===== src/rtl/down_timer.sv =====
// Loadable down-counting timer with prescaler, one-shot/periodic modes,
// a one-cycle expiry pulse and a sticky interrupt flag.
module down_timer #(
  parameter int WIDTH    = 8,
  parameter int PS_WIDTH = 4
) (
  input  logic                clock,
  input  logic                reset_n,
  input  logic                load,
  input  logic [WIDTH-1:0]    load_value,
  input  logic                start,
  input  logic                stop,
  input  logic                periodic,
  input  logic [PS_WIDTH-1:0] prescale,
  input  logic                irq_clear,
  output logic [WIDTH-1:0]    count,
  output logic                running,
  output logic                expired,
  output logic                irq
);

  typedef enum logic [1:0] {IDLE, RUN, DONE} state_t;

  state_t              state;
  logic [WIDTH-1:0]    reload;
  logic [PS_WIDTH-1:0] ps;
  logic                tick;
  logic                expiry;

  // Load and Stop both pre-empt counting for the cycle; Start is a no-op in RUN.
  assign tick    = (state == RUN) && !load && !stop && (ps >= prescale);
  assign expiry  = tick && (count == WIDTH'(1));
  assign running = (state == RUN);

  always_ff @(posedge clock or negedge reset_n) begin
    if (!reset_n) begin
      state   <= IDLE;
      count   <= '0;
      reload  <= '0;
      ps      <= '0;
      expired <= 1'b0;
      irq     <= 1'b0;
    end else begin
      expired <= expiry;
      irq     <= expiry | (irq & ~irq_clear);

      if (load) begin
        reload <= load_value;
        count  <= load_value;
        ps     <= '0;
        if (stop || load_value == '0)
          state <= IDLE;
        else if (start || state == RUN)
          state <= RUN;
        else
          state <= IDLE;
      end else if (stop) begin
        if (state == RUN)
          state <= IDLE;
      end else if (start && state != RUN) begin
        if (count != '0) begin
          state <= RUN;
          ps    <= '0;
        end else if (reload != '0) begin
          count <= reload;
          state <= RUN;
          ps    <= '0;
        end
      end else if (state == RUN) begin
        if (tick) begin
          ps <= '0;
          if (expiry) begin
            if (periodic) begin
              count <= reload;
            end else begin
              count <= '0;
              state <= DONE;
            end
          end else if (count > WIDTH'(1)) begin
            count <= count - 1'b1;
          end
        end else begin
          ps <= ps + 1'b1;
        end
      end
    end
  end

endmodule


===== config.mk =====
export PLATFORM = sky130hd
export DESIGN_NAME = down_timer
export DESIGN_NICKNAME = d
export VERILOG_FILES = /design/src/rtl/down_timer.sv
export SDC_FILE = /design/constraint.sdc
export NUM_CORES = 1
export LEC_CHECK = 0
export ABC_AREA = 1
export BUFFER_PORTS_ARGS = -buffer_cell sky130_fd_sc_hd__buf_4
export CORE_ASPECT_RATIO = 0.6
export CORE_UTILIZATION = 55
export CTS_CLUSTER_DIAMETER = 50
export DETAILED_ROUTE_END_ITERATION = 8
export MAX_ROUTING_LAYER = met4
export PLACE_DENSITY = 0.78
export SYNTH_ARGS = -nofsm -noshare
export SYNTH_HDL_FRONTEND = slang
export SYNTH_SLANG_ARGS = --single-unit

===== constraint.sdc =====
create_clock -name clock -period 3.95 [get_ports clock]
set_input_delay 0.395 -clock clock [delete_from_list [all_inputs] [get_ports clock]]
set_output_delay 0.395 -clock clock [all_outputs]
set_load 0.01 [all_outputs]

After elaboration in Yosys (flattened, before gate mapping) --
Index checks and enable logic that the tools add are counted. Widths: inputs -> output; s select.
Operators by class: mux-type cells 29, reductions and logical operators 20, bitwise operators 3, eq/ne operators 10, $add $sub $neg 2, $lt $le $gt $ge 2
Operators with widths (count):
- $mux 8 | 10
- $mux 4 | 7
- $mux 2 | 10
- $reduce_bool 8->1 | 2
- $reduce_and 6->1 | 2
- $reduce_bool 4->1 | 3
- $eq 8x1->1 const B | 1
- $gt 8x1->1 const B | 1
- $logic_not 8->1 | 1
- $sub 8x1->8 const B | 1
- $ne 3x2->1 const B | 2
- $reduce_bool 3->1 | 2
- $logic_and 1x1->1 | 5
- $ne 5x3->1 const B | 1
- $add 4x1->4 const B | 1
- $ge 4x4->1 | 1
- $ne 4x2->1 const B | 1
- $ne 4x3->1 const B | 1
- $ne 3x3->1 const B | 1
- $reduce_and 3->1 | 1
- $eq 2x1->1 const B | 1
- $logic_not 1->1 | 2
- $logic_or 1x1->1 | 2
- $mux 1 | 2
- other kinds (5) | 5
Storage, ports and cells: bits in registers 24, word-level logic and storage cells 72, bits of input ports 19, output and inout port bits 11

Logic depth before layout (Yosys ltp) --
depth after elaboration 11, gate-level depth with buffers 15, depth with buffers taken out 14

Worst setup path before layout --
Ideal clock, no wire load.
path type input-to-reg, start point in prescale[3], end point reg count[6], library setup time 117 ps, path buffers 0, data required time 3833 ps, path slack 2138 ps, stages 10, arrival time 1695 ps, path through inv_1 -> ha_1 -> a21oi_1 -> nand3_2 -> a21oi_2 -> nor2_2 -> nand2_4 -> clkinv_4 -> nor2_1 -> nor2_1
On the way: word-level cells in the longest chain between the ends 9, elaborated cells on any way between the ends 12, classes of those cells order compare: 1; mux: 6; reduce/logical: 5
RTL lines:
- start: declaration | RTL line 14 | input logic [PS_WIDTH-1:0] prescale,
- $ge 4x4->1 (*) | RTL line 31 | assign tick = (state == RUN) && !load && !stop && (ps >= prescale);
- $logic_and 1x1->1 (*) | RTL line 31
- $logic_and 1x1->1 | RTL line 32 | assign expiry = tick && (count == WIDTH'(1));
- $mux 8 | RTL line 72 | if (expiry) begin
- $mux 8 | RTL line 70 | if (tick) begin
- $mux 8 | RTL line 69 | end else if (state == RUN) begin
- $mux 8 | RTL line 60 | end else if (start && state != RUN) begin
- $mux 8 | RTL line 57 | end else if (stop) begin
- $mux 8 | RTL line 47 | if (load) begin
- end signal: assignment | RTL line 49 | count <= load_value;
- end signal: assignment | RTL line 65 | count <= reload;
- end signal: assignment | RTL line 74 | count <= reload;
- end: declaration | RTL line 16 | output logic [WIDTH-1:0] count,
Every way passes the cells marked *; elsewhere a longest branch is shown, timed or not. The select of a mux whose other input is x is not followed. A chain may end at the register's enable or synchronous reset.

Worst setup path after layout --
start point reg ps[2], end point reg count[6]
On the way: word-level cells in the longest chain between the ends 9, elaborated cells on any way between the ends 12, classes of those cells order compare: 1; mux: 6; reduce/logical: 5
RTL lines:
- start: declaration | RTL line 26 | logic [PS_WIDTH-1:0] ps;
- start signal: assignment | RTL line 83 | ps <= ps + 1'b1;
- $ge 4x4->1 (*) | RTL line 31
- $logic_and 1x1->1 (*) | RTL line 31
- $logic_and 1x1->1 | RTL line 32
- $mux 8 | RTL line 72
- $mux 8 | RTL line 70
- $mux 8 | RTL line 69
- $mux 8 | RTL line 60
- $mux 8 | RTL line 57
- $mux 8 | RTL line 47
Marks and branches as above.

==> out/results.tsv <==
metric	value	unit
p_switching	397	µW
post-route-period-util	50.0	%
gr-total-overflow	0	
fin_area	0.00213	mm²
fmax	507	MHz
synth_area_leader_cell	dfrtp_1	
cts_num_sinks	24	
regArea	601	µm²
rsz0062_at_grt	false	
critPathKind	reg2reg	
path_max_fanout	12	
syn_avg_cell_area	6.91	µm²
skew	0.00225	ns
cp_data_required_time	4.12	ns
num_antenna_cells	0	
cts_htree_levels	1	
synth-seq-cells	24	
dr.pass1.iters	4	
wire_per_inst	12.9	µm
viasPerCell	5.28	
clockBufferDepth	2	
final_common_cell	nand2_1	
setup_viol	0	
p_leak	0.00119	µW
dr_total_vias	1758	
port_buffers	29	
ant_nets	0	
drive_above_1_share	18.2	%
cts-buffers-inserted	3	
drt_iter0_markers	114	
cts_resized	0	
worst_pin_slew	0.312	ns
ios	30	
most-common-layout-cells	nand2_1 (84), inv_1 (40), buf_4 (29)	
insertion_delay	0.27	ns
initial_core_util	60.7	%
ir_drop	239	µV
dpl_cell_area	0.00205	mm²
multi_input_area	0.00102	mm²
first_global_vias	1417	
cap_violations	0	
hpwl	3410	µm
internal_power	584	µW
wl	4310	µm
grt_max_degree	30	
ys_types	33	
cts_setup_buffers	0	
powerDensity	462	mW/mm²
min_period	1.97	ns
seqPwrFrac	35.5	%
yosys_warnings	0	
fillCellCount	268	
syn-num-nets	291	
gp_congestion	0.897	
power_frac_comb	42.3	%
clkTransAtPathRegs	0.09	ns
critPathCaptureType	flip-flop	
cp.arrival	2.14	ns
worstSetupStartpointType	flip-flop	
power	981	µW
hp-class	in2async	
swShare	40.5	%
hold_buffers	0	
grt.total_usage	26.9	%
cts_root_buf	clkbuf_8	
clockPowerShare	22.1	%
grt_pass1_wl	6960	µm
holdWs	0.00613	ns
fin_nets	319	
core-area	0.00300	mm²
die-area	0.00356	mm²
synthTopCellsByArea	dfrtp_1 (33%), nand2_1 (17%), inv_1 (8.2%)	
die_h	46.6	µm
status	finished clean	
final_core_util	70.8	%
antenna_found_initial	0	
setup_tns	0	ns
synthesis.area	0.00182	mm²
die_w	76.3	µm
finalHoldViolCount	0	
ys_seq_area_share	32.9	%
synthToLayoutAreaGrowth	16.6	%
report.final.slew_viol_count	0	
cts_tree	done	
yosysTopAreaCellShare	32.9	%
std_cell_rows	15	
drc	0	
slew_headroom	79.2	%
synthCells	264	
==> cell families after synthesis <==
| kind of cell | count (synthesis) | synth area share (%) |
|---|---|---|
| adders and majority gates | 8 | 5.49 |
| DFF | 24 | 32.9 |
| AOI/OAI and AO/OA | 32 | 9.47 |
| and+or+nand+nor | 147 | 38.9 |
| buffers and inverters | 49 | 11.3 |
| xor gates and xnor gates | 4 | 1.92 |
==> metrics by stage <==
step,worst slack [ns],instances
after global routing,1.77,333
after global placement,1.92,329
after CTS,1.97,333
after floorplan,2.14,264
final,1.98,333
after detailed placement,1.84,329
==> Yosys cell counts <==
cell type,n
nand2_1,84
nor2_8,1
xor2_1,2
nor3_1,1
nor2_1,14
clkbuf_1,3
nor4_1,2
clkinv_4,1
o22a_1,1
a21oi_2,1
o21ai_2,1
nand3_2,1
o21ai_1,1
dfrtp_1,24
or2_2,1
ha_1,8
o22ai_1,1
a21oi_1,13
nor2_4,3
buf_2,1
nand4_1,10
and2_0,1
nand3_4,1
o21ai_0,14
nand3b_1,1
xnor2_1,2
nand2_4,3
inv_2,2
nand2_2,2
buf_6,2
inv_1,40
nand3_1,19
nor2_2,3
==> power groups by stage <==
stage          Combinational (µW)  Clock [µW]  Sequential [µW]
2_1_floorplan                 270           0              348
3_3_place_gp                  407           0              350
3_5_place_dp                  408           0              352
4_1_cts                       412         220              347
5_1_grt                       465         228              354
6_report                      415         217              349
==> worst max-delay path, cell delays in order, from the launching register on <==
cell and delay (ns):
dfrtp_1 0.44, ha_1 0.31, nand2_1 0.07, inv_1 0.04
nand2_1 0.06, nand3_2 0.21, nand3_4 0.20, nand3_1 0.16
nand2_4 0.16, clkinv_4 0.09, nor2_1 0.09, nor2_1 0.05
==> worst paths after layout <==
path / from / end / slack, ns / cells past startpoint
hold / removal: reset_n / ps[1] / 0.006 / 1
min in group clock: irq_clear / irq / 0.30 / 2
hold reg to reg: state[1] / state[1] / 0.51 / 2
setup reg to reg: ps[2] / count[6] / 1.98 / 11
setup / recovery: ps[2] / count[6] / 1.98 / 11
max in group asynchronous: reset_n / count[5] / 3.70 / 1
==> flip-flops by register name, indices dropped and copies added (netlist names) <==
| register | cells |
|---|---|
| state | 2 |
| reload | 8 |
| irq | 1 |
| ps | 4 |
| count | 8 |
| expired | 1 |
==> final cells by class <==
class	count	area share (%)
Tap cell	42	2.47
Clock inverter	1	1.41
Timing Repair Buffer	29	10.2
Clock buffer	3	1.94
Sequential cell	24	28.3
Inverter	43	7.83
Multi-Input combinational cell	191	47.9
==> layer usage <==
metal	vias up	GRT usage [%]	share of wire, %
li1	896	-	-
met1	786	40.5	53
met2	72	37.1	39
met3	4	5.15	7.6
met4	0	3.46	0.56
met5	-	-	0
Power figures use the tool's default switching activity.
